<file path="config.mk">
export PLATFORM = sky130hd
export DESIGN_NAME = alu_op_driver_flat
export DESIGN_NICKNAME = d
export VERILOG_FILES = /design/src/rtl/alu_op_driver_if.sv /design/src/rtl/alu_op_driver.sv /design/src/flat_wrapper.sv
export SDC_FILE = /design/constraint.sdc
export NUM_CORES = 1
export LEC_CHECK = 0
export ABC_AREA = 0
export BUFFER_PORTS_ARGS = -buffer_cell sky130_fd_sc_hd__buf_2
export CORE_MARGIN = 3
export CORE_UTILIZATION = 40
export DETAILED_ROUTE_END_ITERATION = 12
export GPL_TIMING_DRIVEN = 0
export PLACE_DENSITY = 0.67
export SKIP_LAST_GASP = 1
export SLEW_MARGIN = 20
export SYNTH_ARGS = -nofsm -noshare
export SYNTH_HDL_FRONTEND = slang
export SYNTH_SLANG_ARGS = --single-unit
</file>
<file path="constraint.sdc">
create_clock -name clk -period 4.2 [get_ports clk]
set_input_delay 0.42 -clock clk [delete_from_list [all_inputs] [get_ports clk]]
set_output_delay 0.42 -clock clk [all_outputs]
set_load 0.1 [all_outputs]
</file>
<file path="src/rtl/alu_op_driver_if.sv">
// Handshake and ALU bus bundle for alu_op_driver.
// The master side is the driver; the slave side is the requester, consumer and ALU.
interface alu_op_driver_if #(
  parameter int WIDTH = 16
);
  logic             req_valid;
  logic             req_ready;
  logic [4:0]       req_code;
  logic [WIDTH-1:0] req_a;
  logic [WIDTH-1:0] req_b;
  logic [WIDTH-1:0] alu_A;
  logic [WIDTH-1:0] alu_B;
  logic [4:0]       alu_code;
  logic [WIDTH-1:0] alu_C;
  logic             alu_overflow;
  logic             rsp_valid;
  logic             rsp_ready;
  logic [WIDTH-1:0] rsp_result;
  logic             rsp_overflow;
  logic             rsp_illegal;

  modport master (
    input  req_valid, req_code, req_a, req_b,
    input  alu_C, alu_overflow, rsp_ready,
    output req_ready, alu_A, alu_B, alu_code,
    output rsp_valid, rsp_result, rsp_overflow,
    output rsp_illegal
  );

  modport slave (
    output req_valid, req_code, req_a, req_b,
    output alu_C, alu_overflow, rsp_ready,
    input  req_ready, alu_A, alu_B, alu_code,
    input  rsp_valid, rsp_result, rsp_overflow,
    input  rsp_illegal
  );
endinterface

</file>
<file path="src/rtl/alu_op_driver.sv">
// Initiator for a combinational 16-bit ALU.
// It registers the operands, waits for the ALU to settle, then captures the result.
module alu_op_driver #(
  parameter int WIDTH         = 16,
  parameter int SETTLE_CYCLES = 1,
  parameter int CNT_W         = 8
) (
  input  logic             clk,
  input  logic             rst,
  alu_op_driver_if.master  bus,
  output logic [CNT_W-1:0] ovf_count
);

  if (SETTLE_CYCLES < 1) begin : g_bad_settle
    $error("alu_op_driver: SETTLE_CYCLES must be >= 1");
  end

  localparam int CW =
    (SETTLE_CYCLES > 1) ? $clog2(SETTLE_CYCLES) : 1;
  localparam logic [CW-1:0] CNT_INIT =
    CW'(SETTLE_CYCLES - 1);

  typedef enum logic [1:0] {
    IDLE, SETTLE, RESP
  } state_t;

  state_t           state_q, state_d;
  logic [CW-1:0]    cnt_q, cnt_d;
  logic [WIDTH-1:0] a_q, a_d;
  logic [WIDTH-1:0] b_q, b_d;
  logic [4:0]       code_q, code_d;
  logic [WIDTH-1:0] res_q, res_d;
  logic             ovf_q, ovf_d;
  logic             ill_q, ill_d;
  logic [CNT_W-1:0] ovc_q, ovc_d;

  function automatic logic is_legal(
    input logic [4:0] c
  );
    return (c inside {[5'd0:5'd5]})
        || (c inside {[5'd8:5'd10]})
        || (c == 5'd12)
        || (c inside {[5'd16:5'd19]})
        || (c inside {[5'd24:5'd29]});
  endfunction

  // Only signed arithmetic codes report overflow.
  function automatic logic keeps_ovf(
    input logic [4:0] c
  );
    return c inside {5'd0, 5'd2, 5'd4, 5'd5};
  endfunction

  always_comb begin
    state_d = state_q;
    cnt_d   = cnt_q;
    a_d     = a_q;
    b_d     = b_q;
    code_d  = code_q;
    res_d   = res_q;
    ovf_d   = ovf_q;
    ill_d   = ill_q;
    ovc_d   = ovc_q;
    unique case (state_q)
      IDLE: begin
        if (bus.req_valid) begin
          if (is_legal(bus.req_code)) begin
            a_d     = bus.req_a;
            b_d     = bus.req_b;
            code_d  = bus.req_code;
            cnt_d   = CNT_INIT;
            state_d = SETTLE;
          end else begin
            res_d   = '0;
            ovf_d   = 1'b0;
            ill_d   = 1'b1;
            state_d = RESP;
          end
        end
      end
      SETTLE: begin
        if (cnt_q != '0) begin
          cnt_d = cnt_q - CW'(1);
        end else begin
          res_d   = bus.alu_C;
          ovf_d   = bus.alu_overflow
                  & keeps_ovf(code_q);
          ill_d   = 1'b0;
          state_d = RESP;
          if (ovf_d && (ovc_q != '1))
            ovc_d = ovc_q + CNT_W'(1);
        end
      end
      RESP: begin
        if (bus.rsp_ready) state_d = IDLE;
      end
      default: state_d = IDLE;
    endcase
  end

  always_ff @(posedge clk) begin
    if (rst) begin
      state_q <= IDLE;
      cnt_q   <= '0;
      a_q     <= '0;
      b_q     <= '0;
      code_q  <= '0;
      res_q   <= '0;
      ovf_q   <= 1'b0;
      ill_q   <= 1'b0;
      ovc_q   <= '0;
    end else begin
      state_q <= state_d;
      cnt_q   <= cnt_d;
      a_q     <= a_d;
      b_q     <= b_d;
      code_q  <= code_d;
      res_q   <= res_d;
      ovf_q   <= ovf_d;
      ill_q   <= ill_d;
      ovc_q   <= ovc_d;
    end
  end

  assign bus.req_ready    = (state_q == IDLE);
  assign bus.rsp_valid    = (state_q == RESP);
  assign bus.alu_A        = a_q;
  assign bus.alu_B        = b_q;
  assign bus.alu_code     = code_q;
  assign bus.rsp_result   = res_q;
  assign bus.rsp_overflow = ovf_q;
  assign bus.rsp_illegal  = ill_q;
  assign ovf_count        = ovc_q;

endmodule

</file>
<file path="src/flat_wrapper.sv">
// flat-port wrapper written by rule: the top's interface ports become plain ports
module alu_op_driver_flat 
#(
  parameter int WIDTH         = 16,
  parameter int SETTLE_CYCLES = 1,
  parameter int CNT_W         = 8
)
  (clk, rst, ovf_count, bus_req_valid, bus_req_code, bus_req_a, bus_req_b, bus_alu_C, bus_alu_overflow, bus_rsp_ready, bus_req_ready, bus_alu_A, bus_alu_B, bus_alu_code, bus_rsp_valid, bus_rsp_result, bus_rsp_overflow, bus_rsp_illegal);
  alu_op_driver_if #(.WIDTH(WIDTH)) bus_i ();
  input  logic clk;
  input  logic rst;
  output logic [CNT_W-1:0] ovf_count;
  input wire logic [$bits(bus_i.req_valid)-1:0] bus_req_valid;
  input wire logic [$bits(bus_i.req_code)-1:0] bus_req_code;
  input wire logic [$bits(bus_i.req_a)-1:0] bus_req_a;
  input wire logic [$bits(bus_i.req_b)-1:0] bus_req_b;
  input wire logic [$bits(bus_i.alu_C)-1:0] bus_alu_C;
  input wire logic [$bits(bus_i.alu_overflow)-1:0] bus_alu_overflow;
  input wire logic [$bits(bus_i.rsp_ready)-1:0] bus_rsp_ready;
  output wire logic [$bits(bus_i.req_ready)-1:0] bus_req_ready;
  output wire logic [$bits(bus_i.alu_A)-1:0] bus_alu_A;
  output wire logic [$bits(bus_i.alu_B)-1:0] bus_alu_B;
  output wire logic [$bits(bus_i.alu_code)-1:0] bus_alu_code;
  output wire logic [$bits(bus_i.rsp_valid)-1:0] bus_rsp_valid;
  output wire logic [$bits(bus_i.rsp_result)-1:0] bus_rsp_result;
  output wire logic [$bits(bus_i.rsp_overflow)-1:0] bus_rsp_overflow;
  output wire logic [$bits(bus_i.rsp_illegal)-1:0] bus_rsp_illegal;
  assign bus_i.req_valid = bus_req_valid;
  assign bus_i.req_code = bus_req_code;
  assign bus_i.req_a = bus_req_a;
  assign bus_i.req_b = bus_req_b;
  assign bus_i.alu_C = bus_alu_C;
  assign bus_i.alu_overflow = bus_alu_overflow;
  assign bus_i.rsp_ready = bus_rsp_ready;
  assign bus_req_ready = bus_i.req_ready;
  assign bus_alu_A = bus_i.alu_A;
  assign bus_alu_B = bus_i.alu_B;
  assign bus_alu_code = bus_i.alu_code;
  assign bus_rsp_valid = bus_i.rsp_valid;
  assign bus_rsp_result = bus_i.rsp_result;
  assign bus_rsp_overflow = bus_i.rsp_overflow;
  assign bus_rsp_illegal = bus_i.rsp_illegal;
  alu_op_driver #(.WIDTH(WIDTH), .SETTLE_CYCLES(SETTLE_CYCLES), .CNT_W(CNT_W)) u_core (.clk(clk), .rst(rst), .bus(bus_i), .ovf_count(ovf_count));
endmodule
</file>
After elaboration in Yosys (flattened, before gate mapping)
Index checks and enable logic that the tools add are counted.

Add/subtract/negate cells: 2. $lt $le $gt $ge: 8. Equality and inequality tests: 12. Multiplexer cells: 21. Bitwise logic cells: 2. Reductions and logical operators: 18.

Operator list (count): 16-bit 2-to-1 mux (3); 16-bit case mux with 2 select lines (1); 3-bit AND reduction (4); 5-bit by 3-bit equality test with 1-bit output, second input constant (2); 5-bit greater-or-equal comparator, second input constant (2); 5-bit less-or-equal comparator, second input constant (2); 1-bit 2-to-1 mux (9); 8-bit by 1-bit adder with 8-bit output, second input constant (1); 2-bit 2-to-1 mux (4); 2-bit inequality test, second input constant (4); 8-bit inequality test, second input constant (1); 1-bit case mux with 2 select lines (3); 2-bit case mux with 3 select lines (1); 5-bit by 2-bit equality test with 1-bit output, second input constant (1); 5-bit by 4-bit equality test with 1-bit output, second input constant (1); 5-bit by 1-bit greater-or-equal comparator with 1-bit output, second input constant (1); 5-bit by 4-bit greater-or-equal comparator with 1-bit output, second input constant (1); 5-bit by 3-bit less-or-equal comparator with 1-bit output, second input constant (1); 5-bit by 4-bit less-or-equal comparator with 1-bit output, second input constant (1); 1-bit logical AND (5); 5-bit logical NOT (1); 1-bit logical OR (4); 4-bit AND reduction (1); 4-bit nonzero test (1); other kinds (8) (8).

Register bits after elaboration: 66. Input port bits: 58. Output and inout bits: 65. Logic and storage cells: 72.

Logic depth before layout (Yosys ltp)
Word-level depth: 9. Mapped depth: 6. Gate-level depth less buffers: 5.

Least setup slack after synthesis
OpenSTA, ideal clock, no wires.

Path type: register to output. Start: reg u_core.state_q[1]. End: out bus_rsp_valid. Data arrival time: 1.739 ns. Required time: 3.780 ns. Slack: 2.041 ns. Stages on the path, launching flop included: 2. Buffers on the path: 0. Path through: dfxtp_1 nor2b_1.

Word-level cells in the longest chain between the ends: 1.

RTL lines: start: declaration (line alu_op_driver.sv:27) `state_t state_q, state_d;`; start signal: assignment (line alu_op_driver.sv:113) `state_q <= state_d;`; 2-bit equality test (line alu_op_driver.sv:126) `assign bus.rsp_valid = (state_q == RESP);`; end: declaration (line flat_wrapper.sv:24) `output wire logic [$bits(bus_i.rsp_valid)-1:0] bus_rsp_valid;`.

Every way passes these cells.

Worst setup path in the final report
Same ends and word-level chain as after synthesis.

==> results.toml <==
[finish]
syn2layout_area_growth_pct = 34.6
fin_util_pct = 56.2
stdcell_area_um2 = 3610
drive_gt1_share_pct = 36.7
diodes = 0
fin_nets = 466
nFillCells = 597
layout.cells.non_filler = 489

[synthesis]
syn_avg_cell_area_um2 = 9.79
synthXorXnorAreaFrac_pct = 0
synth_compound_area_share_pct = 13.4
synthFlopType = "dfxtp_1"
synth_edf_count = 0
synth_cells = 274
post-synth-top-count-cell = "nand2_1"
synth_top_area_share_pct = 48.5
ys_seq_elements = 65
syn-num-nets = 333
muxShareOfSynthArea_pct = 14.3
synthDistinctLibCells = 44
synth.area.top_cells = "dfxtp_1 (49%), mux2i_1 (14%), nand2_1 (10%), a32o_1 (6.0%), buf_12 (2.2%)"
synth_seq_area_share_pct = 48.5
synth_top_family_by_area = "simple AND/OR/NAND/NOR gates"
yosys.area_share.simple_pct = 17.4
synth.yosys.warnings = 0
synth_top_cell_by_area = "dfxtp_1"
synthAdderAreaFrac_pct = 0.467
ys_top_cells_by_count = "nand2_1 (75), dfxtp_1 (65), mux2i_1 (37)"
syn_area_um2 = 2680
ys_async_sr_fraction_pct = 0

[placed_design]
placed_area_um2 = 3390
portBuffers = 122
dp_hpwl_um = 5020
dp_cells = 473
gp_congestion = 0.777
post-place-ws_ns = 2.35

[critical_path]
path_cells = "nor2b_1 > buf_2"
crit_type = "flop to output pin"
cp.arrival_ns = 1.36
cp_data_required_time_ns = 3.78
cp_max_fo = 5
worst_path_largest_cell_delay_ns = 0.45
cp-start-kind = "flop"
cp-end-kind = "output pin"
slowest_stage = "buf_2"

[die]
ios = 123
die_h_um = 87.9
initial_core_util_pct = 41.7
rows = 29
coreArea_um2 = 6420
die_w_um = 87.9
dieArea_um2 = 7720

[cts]
cts-buffers-inserted = 9
tritoncts = "yes"
clockRootBuffer = "clkbuf_8"
clock_latency_ns = 0.33
clk_pin_slew_ns = 0.08
h-tree-depth = 3
post-cts-setup-buffer-count = 0
ctsResizeCount = 0
cts_sinks = 65
clk_path_buf_depth = 2
cts.hold.buffers_added = 0

[sta]
post-route-period-util_pct = 42.4
fin_skew_ns = 0.0108
grt_setup_unrepaired = "no"
tns_ns = 0
worstMarginPinSlew_ns = 0.517
setup_slack_ns = 2.42
period_needed_ns = 1.78
slew_violations = 0
hold_viol = 0
clock.fmax_mhz = 561
setup_viol = 0
slew_headroom_pct = 65.5

[drt]
avgViaCountPerCell = 5.03
ant_nets = 0
drtIter0Drc = 83
drt_pass1_iterations = 4
drt-total-wl_um = 6720
routedWlPerCell_um = 13.7
dr_total_vias = 2460
drc_errors = 0

[global_route]
grt_usage_pct = 17.3
antenna_found_initial = 0
grt_pass1_wl_um = 10500
overflow = 0
grt_max_degree = 13
grt_pass1_vias = 2381

[pwr]
p_leak_nw = 1.67
ir_drop_v = 0.000266
powerDensity_nw_per_um2 = 467

[hold_path]
hold_class = "primary input to flop"

[job]
maxCapViolCount = 0

[status]
status = "completed"
power by group:
| part | switching (W) | internal, W | total, W |
|---|---|---|---|
| sequential | 0.0000190 | 0.000650 | 0.000669 |
| clock | 0.000242 | 0.000336 | 0.000578 |
| combinational | 0.000339 | 0.0000979 | 0.000437 |
| total | 0.000600 | 0.00108 | 0.00168 |
kinds of logic after synthesis:
logic type      Yosys count
buf+inv                  24
flops                    65
mux                      38
fa+ha+maj                 1
simple gates            104
compound gates           42
placed cells by master, fill, tap and decap left out, types with 2 or more instances in the layout:
master,netlist,layout
buf_6,2,2
bufinv_16,0,2
clkinvlp_4,0,2
o211ai_1,2,2
a21oi_1,6,6
mux2i_1,37,37
or3_1,2,2
o311ai_1,2,2
clkinv_4,0,2
nand3_1,2,2
o41ai_1,3,3
clkbuf_8,0,9
nand2b_1,2,2
buf_12,3,3
inv_1,4,4
clkbuf_1,12,13
nor2_1,9,9
a32o_1,16,16
buf_2,2,124
nand4_1,2,2
dfxtp_1,65,65
o21ai_0,2,2
a211oi_1,2,2
nand2_1,75,75
worst max-delay path, delay by kind of cell (launching register included):
kind / cells / cell delay [ns]
flip-flops: 1 / 0.38
AND/OR/NAND/NOR: 1 / 0.20
buffers and inverters: 1 / 0.45
state kept, by name, indices dropped and copies added, names as in the netlist:
register / flops
u_core.bus.rsp_result: 16
u_core.bus.alu_A: 16
u_core.ovf_count: 8
u_core.state_q: 2
u_core.bus.rsp_illegal: 1
u_core.bus.alu_B: 16
u_core.bus.rsp_overflow: 1
u_core.bus.alu_code: 5
per-stage QoR:
stage	power [W]	hold WS, ns
floorplan	0.00104	0.526
global placement	0.00112	0.440
detailed placement	0.00112	0.446
CTS	0.00170	0.279
global route	0.00175	0.276
finish	0.00168	0.298
final timing paths:
path | startpoint | cells after the start | to | slack (ns)
max | u_core.state_q[1]$_SDFFE_PP0P_ | 2 | bus_rsp_valid | 2.42
min | bus_alu_C[15] | 2 | u_core.bus.rsp_result[15]$_SDFFE_PP0P_ | 0.30
max reg2reg | u_core.ovf_count[0]$_SDFFE_PP0P_ | 5 | u_core.ovf_count[3]$_SDFFE_PP0P_ | 2.56
min reg2reg | u_core.bus.alu_B[2]$_SDFFE_PP0P_ | 2 | u_core.bus.alu_B[2]$_SDFFE_PP0P_ | 0.45
area by class of cell:
type / count / area [µm²] / area share, %
tap: 77 / 96.3 / 2.67
buffer: 19 / 138 / 3.81
inverter: 5 / 18.8 / 0.520
sequential: 65 / 1300 / 36.1
timing repair buffer: 122 / 611 / 16.9
multi-input combinational: 185 / 1220 / 33.9
clock buffer: 10 / 128 / 3.54
clock inverter: 6 / 92.6 / 2.57
layer usage:
metal / routed length, µm / GRT usage (%)
met5: 0 / 0
met4: 76 / 5.86
met3: 377 / 5.46
met2: 3300 / 29.4
met1: 2960 / 20.8
No activity file was read; power rests on OpenSTA's default activity.
